`src/rtl/modulo_monitor_nivel.sv`:
```
// Registered level monitor: debounced min/max flags with release hysteresis,
// a sticky alarm for the supervisor, and a limit-consistency error flag.
//
// state     | meaning
// ----------+--------------------------------------------------------------
// NORMAL    | level inside limits (or limits inconsistent), CNT = 0
// PEND_MIN  | level at/below LIM_MIN, counting consecutive enabled samples
// NIVEL_MIN | low flag active, waiting for level > LIM_MIN + HYST
// PEND_MAX  | level at/above LIM_MAX, counting consecutive enabled samples
// NIVEL_MAX | high flag active, waiting for level + HYST < LIM_MAX
module modulo_monitor_nivel #(
    parameter int WIDTH       = 7,
    parameter int HOLD_CYCLES = 3,
    parameter int CW          = $clog2(HOLD_CYCLES + 1)
) (
    input  logic             CLK,
    input  logic             RST,
    input  logic             EN,
    input  logic [WIDTH-1:0] REG,
    input  logic [WIDTH-1:0] LIM_MIN,
    input  logic [WIDTH-1:0] LIM_MAX,
    input  logic [WIDTH-1:0] HYST,
    input  logic             CLR_ALARM,
    output logic             MIN,
    output logic             MAX,
    output logic             OK,
    output logic             ALARM,
    output logic             CFG_ERR,
    output logic [CW-1:0]    CNT
);

    typedef enum logic [2:0] {
        NORMAL    = 3'd0,
        PEND_MIN  = 3'd1,
        NIVEL_MIN = 3'd2,
        PEND_MAX  = 3'd3,
        NIVEL_MAX = 3'd4
    } state_t;

    localparam logic [CW:0] HOLD_LAST = (CW + 1)'(HOLD_CYCLES);

    state_t         state_q;
    state_t         state_n;
    logic [CW-1:0]  cnt_q;
    logic [CW-1:0]  cnt_n;
    logic [CW:0]    cnt_inc;
    logic           hold_done;

    logic [WIDTH:0] reg_e;
    logic [WIDTH:0] min_e;
    logic [WIDTH:0] max_e;
    logic [WIDTH:0] hyst_e;
    logic           below;
    logic           above;
    logic           rel_min;
    logic           rel_max;
    logic           cfg_bad;

    logic           min_n;
    logic           max_n;
    logic           ok_n;
    logic           entering;
    logic           alarm_n;

    // One extra bit so LIM_MIN + HYST and REG + HYST can never wrap.
    always_comb begin
        reg_e   = {1'b0, REG};
        min_e   = {1'b0, LIM_MIN};
        max_e   = {1'b0, LIM_MAX};
        hyst_e  = {1'b0, HYST};
        below   = (reg_e <= min_e);
        above   = (reg_e >= max_e);
        rel_min = (reg_e > (min_e + hyst_e));
        rel_max = ((reg_e + hyst_e) < max_e);
        cfg_bad = (LIM_MIN >= LIM_MAX);
    end

    always_comb begin
        cnt_inc   = {1'b0, cnt_q} + (CW + 1)'(1);
        hold_done = (cnt_inc == HOLD_LAST);
    end

    always_comb begin
        state_n = state_q;
        cnt_n   = '0;
        if (cfg_bad) begin
            state_n = NORMAL;
        end else begin
            case (state_q)
                NORMAL: begin
                    if (below) begin
                        if (HOLD_CYCLES == 1) begin
                            state_n = NIVEL_MIN;
                        end else begin
                            state_n = PEND_MIN;
                            cnt_n   = CW'(1);
                        end
                    end else if (above) begin
                        if (HOLD_CYCLES == 1) begin
                            state_n = NIVEL_MAX;
                        end else begin
                            state_n = PEND_MAX;
                            cnt_n   = CW'(1);
                        end
                    end
                end
                PEND_MIN: begin
                    if (!below) begin
                        state_n = NORMAL;
                    end else if (hold_done) begin
                        state_n = NIVEL_MIN;
                    end else begin
                        cnt_n = cnt_inc[CW-1:0];
                    end
                end
                PEND_MAX: begin
                    if (!above) begin
                        state_n = NORMAL;
                    end else if (hold_done) begin
                        state_n = NIVEL_MAX;
                    end else begin
                        cnt_n = cnt_inc[CW-1:0];
                    end
                end
                NIVEL_MIN: begin
                    if (rel_min) begin
                        state_n = NORMAL;
                    end
                end
                NIVEL_MAX: begin
                    if (rel_max) begin
                        state_n = NORMAL;
                    end
                end
                default: begin
                    state_n = NORMAL;
                end
            endcase
        end
    end

    // Flags are decoded from the next state so they change on the same edge as the FSM.
    always_comb begin
        min_n    = (state_n == NIVEL_MIN);
        max_n    = (state_n == NIVEL_MAX);
        ok_n     = !cfg_bad && ((state_n == NORMAL) || (state_n == PEND_MIN) ||
                                (state_n == PEND_MAX));
        entering = EN && (min_n || max_n) &&
                   (state_q != NIVEL_MIN) && (state_q != NIVEL_MAX);
        alarm_n  = ALARM;
        if (entering) begin
            alarm_n = 1'b1;
        end else if (CLR_ALARM) begin
            alarm_n = 1'b0;
        end
    end

    always_ff @(posedge CLK or posedge RST) begin
        if (RST) begin
            state_q <= NORMAL;
            cnt_q   <= '0;
            MIN     <= 1'b0;
            MAX     <= 1'b0;
            OK      <= 1'b1;
            CFG_ERR <= 1'b0;
        end else if (EN) begin
            state_q <= state_n;
            cnt_q   <= cnt_n;
            MIN     <= min_n;
            MAX     <= max_n;
            OK      <= ok_n;
            CFG_ERR <= cfg_bad;
        end
    end

    // Alarm clearing is deliberately not gated by EN.
    always_ff @(posedge CLK or posedge RST) begin
        if (RST) begin
            ALARM <= 1'b0;
        end else begin
            ALARM <= alarm_n;
        end
    end

    assign CNT = cnt_q;

endmodule

```
`config.mk`:
```
export PLATFORM = sky130hd
export DESIGN_NAME = modulo_monitor_nivel
export DESIGN_NICKNAME = d
export VERILOG_FILES = /design/src/rtl/modulo_monitor_nivel.sv
export SDC_FILE = /design/constraint.sdc
export NUM_CORES = 1
export LEC_CHECK = 0
export ABC_AREA = 1
export CAP_MARGIN = 25
export CORE_UTILIZATION = 35
export DETAILED_ROUTE_END_ITERATION = 6
export GPL_ROUTABILITY_DRIVEN = 0
export GPL_TIMING_DRIVEN = 0
export MAX_ROUTING_LAYER = met4
export PLACE_DENSITY = 0.62
export SKIP_LAST_GASP = 1
export SYNTH_ARGS = -nofsm -noshare
export SYNTH_HDL_FRONTEND = slang
export SYNTH_SLANG_ARGS = --single-unit
```
`constraint.sdc`:
```
create_clock -name CLK -period 2.15 [get_ports CLK]
set_clock_uncertainty 0.2 [all_clocks]
set_input_delay 0.3225 -clock CLK [delete_from_list [all_inputs] [get_ports CLK]]
set_output_delay 0.3225 -clock CLK [all_outputs]
set_load 0.02 [all_outputs]
```
# Word level (Yosys, flattened, before mapping)
# Index checks and enable logic that the tools add are counted.
# classes
add_sub_neg	3
magnitude_cmp	5
eq_ne	11
muxes	19
n_reduce_logical	11
# ops
operator	n
3-bit 2-to-1 mux	9
7-bit by 7-bit adder with 8-bit output	2
3-bit by 2-bit equality test with 1-bit output, second input constant	5
3-bit one-hot mux with 5 select lines	1
7-bit greater-or-equal comparator	2
7-bit by 8-bit greater-than comparator with 1-bit output	1
8-bit by 7-bit less-than comparator with 1-bit output	1
2-bit 2-to-1 mux	4
7-bit <= comparator	1
3-bit by 1-bit equality test with 1-bit output, second input constant	2
3-bit equality test, second input constant	2
3-bit zero test	2
2-bit one-hot mux with 3 select lines	1
1-bit logical AND	4
1-bit 2-to-1 mux	4
2-bit by 1-bit adder with 3-bit output, second input constant	1
1-bit logical OR	3
3-bit by 2-bit != test with 1-bit output, second input constant	1
3-bit != test, second input constant	1
2-bit nonzero test	1
1-bit zero test	1
# totals
ff_bits	10
inputBits	32
output_inout_bits	7

# Depth between registers and ports, before layout
# logic_depth
word_depth	12
depth_mapped	21
ltp_nobuf	21

# Worst setup path before layout
# No wires, ideal clock.
# synth_timing
kind	input -> register
from	input port LIM_MIN[0]
to	register ALARM
arrival_time_ns	2.322
slack_ns	-0.488
stages	19
path_buffers	0
cell_sequence	ha_1 -> fa_1 -> nand3_1 -> nand2_1 -> nand2_1 -> nand2_1 -> a21oi_1 -> xor2_1 -> ha_1 -> nand3_1 -> nand3_1 -> nor2_1 -> nand2_1 -> nand2_1 -> nand3_2 -> nand3_2 -> nand2_1 -> nand2_1 -> nand2_1
# synth_via
elab_chain_len	11
# synth_lines
item	line	text
start: declaration	20	input logic [WIDTH-1:0] LIM_MIN,
7-bit by 7-bit adder with 8-bit output	73	rel_min = (reg_e > (min_e + hyst_e));
7-bit by 8-bit greater-than comparator with 1-bit output	73	
3-bit 2-to-1 mux	126	if (rel_min) begin
3-bit one-hot mux with 5 select lines	89	case (state_q)
3-bit 2-to-1 mux *	86	if (cfg_bad) begin
3-bit by 2-bit equality test with 1-bit output or 3-bit equality test (tied branches)	144, 145	
1-bit logical OR *	148	entering = EN && (min_n || max_n) &&
1-bit logical AND * (2 in series)	148	
1-bit logical AND *	149	(state_q != NIVEL_MIN) && (state_q != NIVEL_MAX);
1-bit 2-to-1 mux or 2-bit nonzero test (tied branches)	-	
end signal: assignment	181	ALARM <= alarm_n;
end: declaration	27	output logic ALARM,
# Mark *: on every way between the ends. The rest lies on a longest branch, timed or not.
# A chain may end at the register's enable or synchronous reset.

# Worst setup path in the final report
# layout_timing
from	input port HYST[0]
to	register ALARM
# layout_via
elab_chain_len	11
# layout_lines
item	line	text
start: declaration	22	input logic [WIDTH-1:0] HYST,
7-bit by 7-bit adder with 8-bit output, on equally long branches	74, 73	
8-bit by 7-bit less-than comparator with 1-bit output or 7-bit by 8-bit greater-than comparator with 1-bit output (tied branches)	74, 73	
3-bit 2-to-1 mux, on equally long branches	131, 126	
3-bit one-hot mux with 5 select lines *	89	
3-bit 2-to-1 mux *	86	
3-bit by 2-bit equality test with 1-bit output or 3-bit equality test (tied branches)	144, 145	
1-bit logical OR *	148	
1-bit logical AND * (2 in series)	148	
1-bit logical AND *	149	
1-bit 2-to-1 mux or 2-bit nonzero test (tied branches)	-	
# Marked as above.

==> impl_results.md <==
- Run status: complete, but fails checks
- Violated checks: setup timing
- Sequential fraction of the synthesis area: 12.8%
- # DRC: 0
- Port bufs: 37
- Post-Synth Adder-Cell Area: 32.5%
- Routed Antenna Nets: 0
- Total Routing Usage GR: 18.1%
- Clock transition at path regs: 0.05 ns
- Worst r2r path cells: 10
- Worst relative slew slack: 73.4%
- Final Core Density: 54.5%
- Worst-case clock buffer depth: 2
- Cell variety after synth: 30
- R2r setup slk: 0.45 ns
- Post-Syn Area: 0.00197 mm2
- P_leak: 1.43 nW
- Synth Area in Compound Gates: 9.71%
- Nets: 422
- Final HPWL DP: 4.03 mm
- Die width: 77.1 um
- Synth Area per Inst: 6.78 um2
- Register area: 251 um2
- Ant diodes: 0
- Synth Area in Simple Gates: 31.7%
- Slew Limit Fails: 0
- Setup violators final: 8
- Routed wl met3: 146 um
- Placed cells: 398
- Seq cells post-synth: 10
- Ys Warns: 0
- CP max FO: 3
- Metal2 WL: 2.28 mm
- Routed vias/inst: 4.76
- Share of layout cells above drive strength 1: 27.1%
- Pwr dens: 451 mW/mm2
- Startpoint types: input port
- Initial cell density of the core: 37.4%
- Post-DR wirelength/cell: 12.3 um
- Max layer used: met4
- Xor/xnor share of the synthesized area: 4.00%
- Least-Margin Pin Slew: 0.399 ns
- Data required, critical path: 2.09 ns
- TNS Setup: -1.89 ns
- Hold slack final: 0.157 ns
- Max cap viols: 0
- Clock latency on the worst-skew pair: 0.24 ns
- Pre-CTS setup slack: -1.29 ns
- Initial antenna violation count: 0
- CTS tree: yes
- Starting DRT DRC Count: 102
- Via Count: 1948
- Mux cell area share after synthesis: 0%
- Setup WS post-layout: -0.416 ns
- Area growth syn-to-layout: 45.7%
- Ports: 39
- Pre-antenna DRT Iters: 4
- HP Class: in -> async
- Max Clk Rate: 390 MHz
- Post-route insts no fill: 409
- Total CTS buffers: 3
- RSZ-0062 raised after global routing: true
- Most common cell after layout, fill and taps aside: nand2_1
- DIE AREA: 0.00594 mm2
- CTS Root Buffer Type: clkbuf_8
- Pin count of the biggest net entering global routing: 11
- Placement row count: 26
- First-pass GRT wire length: 8.49 mm
- Synthesized instance count: 291
- Tcrit/Tclk final: 119%
- Number of global-route vias before repair: 1887
- Maximum VDD drop: 0.211 mV
- Fillers: 534
- Total gr overflow: 0
- Multi-input logic area: 0.00188 mm2
- Clock tree sinks: 10
- Post-Route WL: 5.03 mm
- Final min period: 2.57 ns
- Wl on met1: 2.58 mm
- Die Height: 77.1 um
- CP Data Arrival Time: 2.50 ns
- Final Hold Vio Count: 0
- Worst flop-to-flop path endpoint: ALARM$_DFFE_PP0P_
- Largest family of logic cells by synthesized area: adder cells
- Critical Path End Type: register
- Core area: 0.00527 mm2
- Most frequent cells in the layout: nand2_1 (69), inv_1 (45), ha_1 (30)
- Syn_nets: 373
- CP Class: in -> reg
- H-tree Lvls: 1
- RR Startpoint: state_q[2]$_DFFE_PP0P_
-- registers in the layout (all words and copies together), names as in the netlist --
signal,cells
state_q,3
CNT,2
ALARM,1
CFG_ERR,1
MAX,1
MIN,1
OK,1
-- layout make-up --
class | instances | share of cell area [%]
multi-input combinational | 232 | 65.5
timing repair buffer | 44 | 14.4
sequential | 10 | 8.75
inverter | 48 | 6.27
tap | 70 | 3.05
clock buffer | 4 | 1.92
buffer | 1 | 0.131
-- layer usage --
layer	GRT usage, %	up-vias
met1	24.0	863
met3	2.38	5
met2	29.9	28
met5	-	-
met4	2.26	0
li1	-	1052
-- timing repair --
action / CTS / global route
resized for setup: 81 / 43
buffers inserted: 5 / 2
hold buffers: 0 / 0
pin swaps: 32 / 24
endpoints found under the setup margin: 9 / 10
endpoints found under the hold margin: 0 / 0
-- worst max-delay path by stage --
stage	startpoint	endpoint	slack, ns
floorplan	LIM_MIN[0]	ALARM$_DFFE_PP0P_	-0.37
global placement	LIM_MIN[1]	ALARM$_DFFE_PP0P_	-1.24
detailed placement	LIM_MIN[1]	ALARM$_DFFE_PP0P_	-1.29
CTS	HYST[2]	ALARM$_DFFE_PP0P_	-0.44
global route	HYST[0]	ALARM$_DFFE_PP0P_	-0.54
finish	HYST[0]	ALARM$_DFFE_PP0P_	-0.42
-- Yosys cell counts, drive strengths merged --
cell type,n,area (um2)
a211oi,1,12.5
a21oi,17,88.8
nand3b,3,22.5
clkbuf,1,3.75
a21o,3,22.5
nand4,3,18.8
dfstp,1,26.3
or2,1,6.26
nor3,1,5.00
a31oi,2,12.5
o21ai,4,20.0
xor2,6,52.6
ha,48,601
fa,2,40.0
nor2,29,134
o31ai,1,7.51
xnor2,3,26.3
inv,48,180
nand3,21,120
dfrtp,9,225
nand2,83,319
o211ai,2,15.0
o22ai,2,12.5
-- through the flow --
step           instance area, um2  power, mW
2_1_floorplan                2040      0.722
3_3_place_gp                 2490      0.929
3_5_place_dp                 2490      0.942
4_1_cts                      2710       1.23
5_1_grt                      2870       1.42
6_report                     2870       1.30
-- logic make-up after synthesis --
kind of cell               Yosys count
and+or+nand+nor                    141
adders and majority gates           50
buffers and inverters               49
AOI/OAI and AO/OA                   32
DFF                                 10
xor gates and xnor gates             9
-- power by group --
part	switching (mW)	total, mW	internal (mW)
Combinational	0.439	0.805	0.366
Sequential	0.0230	0.242	0.219
Clock	0.0868	0.249	0.162
Total	0.548	1.30	0.747
-- worst max-delay path, cell delays in order --
cell	delay, ns
buf_8	0.10
ha_4	0.15
fa_2	0.36
nand3_2	0.09
nand2_2	0.07
nand2_1	0.07
nand2_1	0.06
a21oi_2	0.13
xor2_1	0.16
ha_1	0.26
nand3_1	0.09
nand3_1	0.07
nor2_1	0.09
nand2_1	0.07
nand2_1	0.07
nand3_2	0.07
nand3_2	0.09
nand2_1	0.07
nand2_1	0.05
nand2_1	0.05
Note: power is estimated with default switching activity, not from simulation.
